$ cat config.mk
export PLATFORM = sky130hd
export DESIGN_NAME = seq_multiplier_v2
export DESIGN_NICKNAME = d
export VERILOG_FILES = /design/src/rtl/seq_multiplier_v2.sv
export SDC_FILE = /design/constraint.sdc
export NUM_CORES = 1
export LEC_CHECK = 0
export BUFFER_PORTS_ARGS = -buffer_cell sky130_fd_sc_hd__clkbuf_2
export CAP_MARGIN = 15
export CORE_ASPECT_RATIO = 0.75
export CORE_MARGIN = 8
export CORE_UTILIZATION = 55
export DETAILED_ROUTE_END_ITERATION = 12
export PLACE_DENSITY_LB_ADDON = 0.15
export SLEW_MARGIN = 20
export SYNTH_ARGS = -nofsm -noshare
export SYNTH_HDL_FRONTEND = slang
export SYNTH_SLANG_ARGS = --single-unit
$ cat constraint.sdc
create_clock -name i_clk -period 4.84 [get_ports i_clk]
set_input_delay 0.484 -clock i_clk [delete_from_list [all_inputs] [get_ports i_clk]]
set_output_delay 0.484 -clock i_clk [all_outputs]
set_load 0.005 [all_outputs]
$ cat src/rtl/seq_multiplier_v2.sv
// Iterative shift-add multiplier with per-operation signed/unsigned mode and optional early exit.
// Operates on magnitudes; the sign is reapplied in a single fix-up cycle.
module seq_multiplier_v2 #(
  parameter int WIDTH      = 32,
  parameter int EARLY_EXIT = 0
) (
  input  logic               i_clk,
  input  logic               i_rst_n,
  input  logic               i_start,
  input  logic               i_is_signed,
  input  logic [WIDTH-1:0]   i_multiplier,
  input  logic [WIDTH-1:0]   i_multiplicand,
  output logic [2*WIDTH-1:0] o_product,
  output logic               o_ready,
  output logic               o_done
);

  localparam int PW = 2 * WIDTH;
  localparam int CW = $clog2(WIDTH + 1);

  // state  | meaning
  // S_IDLE | waiting for start; ready high
  // S_RUN  | one shift-add step per cycle, count runs down to terminal count 1
  // S_FIX  | apply sign to the accumulator, write product, pulse done
  typedef enum logic [1:0] {
    S_IDLE = 2'd0,
    S_RUN  = 2'd1,
    S_FIX  = 2'd2
  } state_t;

  state_t           r_state;
  state_t           w_state_nxt;
  logic [CW-1:0]    r_count;
  logic [WIDTH-1:0] r_mplier;
  logic [PW-1:0]    r_mcand;
  logic [PW-1:0]    r_acc;
  logic [PW-1:0]    r_product;
  logic             r_neg;
  logic             r_done;

  logic [WIDTH-1:0] w_mplier_mag;
  logic [WIDTH-1:0] w_mcand_mag;
  logic [WIDTH-1:0] w_mplier_shr;
  logic [PW-1:0]    w_acc_sum;
  logic             w_last;

  // -2^(WIDTH-1) negates to itself, which is the correct unsigned magnitude
  assign w_mplier_mag = (i_is_signed && i_multiplier[WIDTH-1])
                        ? (~i_multiplier + WIDTH'(1)) : i_multiplier;
  assign w_mcand_mag  = (i_is_signed && i_multiplicand[WIDTH-1])
                        ? (~i_multiplicand + WIDTH'(1)) : i_multiplicand;
  assign w_mplier_shr = r_mplier >> 1;
  assign w_acc_sum    = r_mplier[0] ? (r_acc + r_mcand) : r_acc;
  assign w_last       = (r_count == CW'(1)) ||
                        ((EARLY_EXIT != 0) && (w_mplier_shr == '0));

  always_ff @(posedge i_clk or negedge i_rst_n) begin
    if (!i_rst_n) r_state <= S_IDLE;
    else          r_state <= w_state_nxt;
  end

  always_comb begin
    w_state_nxt = r_state;
    case (r_state)
      S_IDLE:  if (i_start) w_state_nxt = S_RUN;
      S_RUN:   if (w_last)  w_state_nxt = S_FIX;
      S_FIX:   w_state_nxt = S_IDLE;
      default: w_state_nxt = S_IDLE;
    endcase
  end

  always_ff @(posedge i_clk or negedge i_rst_n) begin
    if (!i_rst_n) begin
      r_count   <= '0;
      r_mplier  <= '0;
      r_mcand   <= '0;
      r_acc     <= '0;
      r_product <= '0;
      r_neg     <= 1'b0;
      r_done    <= 1'b0;
    end else begin
      r_done <= 1'b0;
      case (r_state)
        S_IDLE: begin
          if (i_start) begin
            r_mplier <= w_mplier_mag;
            r_mcand  <= {{WIDTH{1'b0}}, w_mcand_mag};
            r_neg    <= i_is_signed & (i_multiplier[WIDTH-1] ^ i_multiplicand[WIDTH-1]);
            r_acc    <= '0;
            r_count  <= CW'(WIDTH);
          end
        end
        S_RUN: begin
          r_acc    <= w_acc_sum;
          r_mplier <= w_mplier_shr;
          r_mcand  <= r_mcand << 1;
          r_count  <= r_count - CW'(1);
        end
        S_FIX: begin
          r_product <= r_neg ? (~r_acc + PW'(1)) : r_acc;
          r_done    <= 1'b1;
        end
        default: ;
      endcase
    end
  end

  assign o_ready   = (r_state == S_IDLE);
  assign o_done    = r_done;
  assign o_product = r_product;

endmodule

# ---- Word-level counts from Yosys, hierarchy flattened
# Index checks and enable logic that the tools add are counted.
dict set report word_totals {
  ff_bits 234
  out_inout_bits 66
}
dict set report op_classes {
  n_addsub 5
  eq_ne 6
  n_mux 16
  bitwise_logic 5
  reduce_logical 8
}
# op n
set ops {}
lappend ops {{$mux 64} 4}
lappend ops {{$pmux 64 s2} 2}
lappend ops {{$mux 32} 3}
lappend ops {{$add 32x1->32 const B} 2}
lappend ops {{$add 64x1->64 const B} 1}
lappend ops {{$add 64x64->64} 1}
lappend ops {{$not 32->32} 2}
lappend ops {{$not 64->64} 1}
lappend ops {{$pmux 32 s2} 1}
lappend ops {{$pmux 6 s2} 1}
lappend ops {{$eq 6x1->1 const B} 1}
lappend ops {{$mux 6} 1}
lappend ops {{$ne 2x2->1 const B} 3}
lappend ops {{$reduce_and 2->1} 3}
lappend ops {{$sub 6x1->6 const B} 1}
lappend ops {{$mux 2} 2}
lappend ops {{$pmux 2 s2} 1}
lappend ops {{$reduce_and 3->1} 1}
lappend ops {{$eq 2x1->1 const B} 1}
lappend ops {{$eq 2x2->1 const B} 1}
lappend ops {{$logic_and 1x1->1} 2}
lappend ops {{$logic_not 2->1} 1}
lappend ops {{$reduce_bool 2->1} 1}
lappend ops {{$and 1x1->1} 1}
lappend ops {{other kinds (2)} 2}

# ---- Depth between registers and ports, before layout
dict set report logic_depth {
  ltp_word 5
  depth_mapped 13
  ltp_nobuf 13
}

# ---- Worst setup path after synthesis
# No wires, ideal clock.
dict set report synth_path {
  kind {register to register}
  start {register r_acc[30]}
  end {register r_product[49], in the netlist o_product[49]}
  setup_ps 130
  t_arrival_ps 3260
  path_slack_ps 1451
  stages_incl_launch_ff 10
  n_path_buf 0
  period_less_slack_ps 3389
  path_cell_list {dfrtp_1 -> or4_4 -> or3_4 -> or3_4 -> or4_4 -> or4_4 -> or2_4 -> o31ai_1 -> xor2_1 -> o21ai_1}
}
dict set report synth_between {
  elab_chain_len 3
}
# item line
set synth_rtl {}
lappend synth_rtl {{from (decl)} 36} ;# logic [PW-1:0] r_acc;
lappend synth_rtl {{from (signal assigned)} 94} ;# r_acc <= w_acc_sum;
lappend synth_rtl {{$not 64->64} 100} ;# r_product <= r_neg ? (~r_acc + PW'(1)) : r_acc;
lappend synth_rtl {{$add 64x1->64} 100}
lappend synth_rtl {{$mux 64} 100}
lappend synth_rtl {{to (signal assigned)} 100}
lappend synth_rtl {{to (decl)} 37} ;# logic [PW-1:0] r_product;
# Every way passes these cells.
# A chain may end at the register's enable or synchronous reset.

# ---- Worst setup path in the final report
dict set report layout_path {
  start {register r_acc[3]}
  end {register r_acc[61]}
}
dict set report layout_between {
  elab_chain_len 3
}
# item line
set layout_rtl {}
lappend layout_rtl {{$add 64x64->64} 53} ;# assign w_acc_sum = r_mplier[0] ? (r_acc + r_mcand) : r_acc;
lappend layout_rtl {{$mux 64} 53}
lappend layout_rtl {{$pmux 64 s2} 83} ;# case (r_state)
# Every way passes these cells. The select of a mux whose other input is x is not followed.

==> flow_summary.json <==
{
  "place_inst": 2188,
  "timing.rr.end": "r_acc[61]",
  "diodes": 0,
  "rsz0062_at_grt": "no",
  "drtIter0Drc": 1168,
  "h-tree-depth": 1,
  "ant_nets": 0,
  "drc": 0,
  "cts-root-buf": "clkbuf_16",
  "rows": 52,
  "synth_area_um2": 15100,
  "crit_end": "r_acc[61]",
  "synth_cell_types": 65,
  "fillers": 2347,
  "setup_ws_ps": 949,
  "ff2ff_path_depth": 11,
  "place_congestion": 0.965,
  "rrSetupSlack_ps": 950,
  "ir_drop_uv": 399,
  "fmax_ghz": 0.257,
  "worst_ep_required_time_ps": 5260,
  "powerDensity_nw_per_um2": 636,
  "via_count": 13700,
  "insertion_delay_ps": 530,
  "post_drt_via_cell_ratio": 6.12,
  "routed_wl_mm": 42.6,
  "worst_setup_path_end_kind": "register",
  "skew_ps": 12.7,
  "dp.final_hpwl_mm": 32.1,
  "antenna_found_initial": 4,
  "grt_max_degree": 108,
  "seq_area_um2": 5860,
  "max_cap_viol_count": 0,
  "r2r_start": "r_acc[3]",
  "async_flop_share": 1.00,
  "slew_headroom": 0.460,
  "power_frac_seq": 0.331,
  "drive_gt1_frac": 0.116,
  "finalHoldViolCount": 0,
  "synth_seq_cells": 234,
  "dpl_worst_slack_ps": 1050,
  "cp_cell_sequence": "ha_1 -> nand3_1 -> nor2_1 -> o21ai_0 -> o21ai_0 -> a41oi_1 -> o41ai_1 -> nand4_1 -> a211oi_1 -> o21ai_0 -> a32o_1",
  "multi_input_area_um2": 8800,
  "routedWlPerCell_um": 19.1,
  "fin_util": 0.626,
  "synth_edf_count": 0,
  "worstPathMaxFanout": 5,
  "crit_path_start": "r_acc[3]",
  "syn_inst": 1786,
  "fin_cells": 2237,
  "intPower_w": 0.00587,
  "pwr-share-comb": 0.482,
  "synth_area_per_cell_um2": 8.45,
  "fin_crit_sh": 0.804,
  "grt_pass1_wl_mm": 69.9,
  "drv_slew": 0,
  "grt_usage": 0.254,
  "criticalPathCategory": "reg2reg",
  "fp.dieH_um": 159,
  "synthToLayoutAreaGrowth_pct": 11.9,
  "hold_path.class": "in2reg",
  "synth_top_flop_cell": "dfrtp_1",
  "die_w_um": 207,
  "clockBufferDepth": 3,
  "initial_utilization": 0.559,
  "clk_pin_slew_ps": 60,
  "coreArea_um2": 27000,
  "total_power_w": 0.0108,
  "crit_slowest_cell": "o41ai_1",
  "cp_common_cell": "o21ai_0",
  "synth_nets": 1923,
  "final-setup-viol-count": 0,
  "yosysSeqAreaShare": 0.388,
  "io_pins": 134,
  "numPortBuffers": 133,
  "cts_tree": "done",
  "p_sw_w": 0.00488,
  "arrival_ps": 4310,
  "start_kind": "register",
  "setup_tns_ps": 0,
  "yosys_warnings": 0,
  "grt_pass1_vias": 13000,
  "period_needed_ps": 3890,
  "status": "completed",
  "clockPowerShare": 0.187,
  "swShare": 0.454,
  "numClockSinks": 234,
  "nets": 2003,
  "worst-slew-pin-transition_ps": 789,
  "numCtsBuffers": 26,
  "dr.pass1.iters": 6,
  "die_area_um2": 33100,
  "p_leak_nw": 7.57,
  "slowest_delay_ps": 810,
  "overflow": 0
}
per-layer routing:
| metal | vias up | share of wire | track usage |
|---|---|---|---|
| met5 | - | 0.0011 | 0 |
| met4 | 8 | 0.016 | 0.0447 |
| met3 | 52 | 0.11 | 0.0820 |
| met2 | 558 | 0.39 | 0.348 |
| met1 | 6477 | 0.48 | 0.384 |
| li1 | 6605 | - | - |
worst min-delay path by stage:
stage	startpoint	slack (ps)	depth (start not counted)	endpoint
floorplan	i_rst_n	190	0	o_done
global route	i_multiplier[31]	260	3	r_mplier[31]
CTS	i_multiplicand[31]	220	3	r_mcand[31]
global placement	o_product[25]	460	2	o_product[25]
detailed placement	o_product[1]	470	2	o_product[1]
finish	i_multiplicand[31]	230	3	r_mcand[31]
synth_stat cells, types with 4 or more instances:
cell type / instances / share of area
buf_1: 4 / 0.00099
nand2b_1: 9 / 0.0037
a31oi_1: 7 / 0.0029
o21ai_1: 5 / 0.0017
nor2b_1: 9 / 0.0037
or2_2: 7 / 0.0029
inv_1: 29 / 0.0072
a21o_1: 41 / 0.020
a41oi_1: 6 / 0.0035
ha_1: 68 / 0.056
a21boi_0: 5 / 0.0025
or4_1: 8 / 0.0040
and2_1: 11 / 0.0046
o211ai_1: 7 / 0.0035
o41ai_1: 12 / 0.0070
o21a_1: 12 / 0.0060
o21bai_1: 11 / 0.0055
a221o_1: 4 / 0.0027
nor3_1: 24 / 0.0080
nand3_1: 27 / 0.0090
a32o_1: 4 / 0.0027
xnor2_1: 75 / 0.044
o21ai_0: 287 / 0.095
or4_4: 4 / 0.0030
nand2_1: 295 / 0.073
o31ai_1: 28 / 0.014
nor2_1: 84 / 0.021
a21oi_1: 95 / 0.032
clkbuf_1: 92 / 0.023
dfrtp_1: 234 / 0.39
nand4_1: 22 / 0.0091
xor2_1: 100 / 0.058
a211oi_1: 6 / 0.0030
a22oi_1: 60 / 0.030
o22ai_1: 4 / 0.0017
a22o_1: 5 / 0.0029
nor4_1: 15 / 0.0062
or3_1: 22 / 0.0091
a221oi_1: 4 / 0.0023
and3_1: 5 / 0.0021
power groups by stage:
| stage | logic (W) | clock network, W | registers [W] |
|---|---|---|---|
| 6_report | 0.00518 | 0.00201 | 0.00356 |
| 5_1_grt | 0.00579 | 0.00214 | 0.00365 |
| 4_1_cts | 0.00512 | 0.00206 | 0.00352 |
| 2_1_floorplan | 0.00381 | 0 | 0.00319 |
| 3_3_place_gp | 0.00500 | 0 | 0.00352 |
| 3_5_place_dp | 0.00509 | 0 | 0.00354 |
layout by cell type, fill, tap and decap left out, types with 8 or more instances in the layout:
cell and instances:
a21o_1 41, a21oi_1 95, a22oi_1 60, and2_1 12
buf_4 13, clkbuf_16 27, clkbuf_2 132, dfrtp_1 233
ha_1 68, inv_1 29, nand2_1 294, nand2b_1 8
nand3_1 27, nand4_1 22, nor2_1 82, nor2b_1 8
nor3_1 24, nor4_1 15, o21a_1 12, o21ai_0 286
o21bai_1 11, o31ai_1 28, o41ai_1 12, or3_1 22
or4_1 8, xnor2_1 75, xor2_1 100
sequential cells by signal, indices dropped and copies added (netlist names):
| register | count |
|---|---|
| r_state | 2 |
| r_mplier | 32 |
| o_product | 64 |
| o_done | 1 |
| r_mcand | 64 |
| r_neg | 1 |
| r_count | 6 |
| r_acc | 64 |
final cells by class:
type | count | area share
multi-input combinational | 1427 | 0.521
sequential | 234 | 0.347
inverter | 29 | 0.00644
tap | 351 | 0.0260
clock buffer | 39 | 0.0462
clock inverter | 9 | 0.00615
timing repair buffer | 148 | 0.0476
kinds of logic after synthesis:
kind of cell / after synthesis / synth area share
AO/OA/AOI/OAI: 625 / 0.253
AND/OR/NAND/NOR: 557 / 0.168
flip-flops: 234 / 0.388
XOR/XNOR: 175 / 0.102
buffers and inverters: 125 / 0.0311
adder cells (fa/ha/maj): 69 / 0.0577
multiplexers: 1 / 0.000663
worst max-delay path, delay by kind of cell, from the launching register on:
kind,cells,cell delay [ps]
adder cells (fa/ha/maj),1,390
AND/OR/NAND/NOR,3,540
AO/OA/AOI/OAI,7,2410
flip-flops,1,440
what timing repair did:
action | 4_1_cts | 5_1_grt
setup buffers | 0 | 0
gates resized for setup | 0 | 0
hold endpoints to repair | 18 | 0
hold buffers | 1 | 0
stage by stage:
| step | hold WS [ps] | instance area [um2] |
|---|---|---|
| after floorplan | 188 | 15100 |
| after global placement | 460 | 16000 |
| after detailed placement | 470 | 16000 |
| after CTS | 217 | 16900 |
| after global routing | 257 | 16900 |
| final | 230 | 16900 |
No activity file was read; power rests on OpenSTA's default activity.
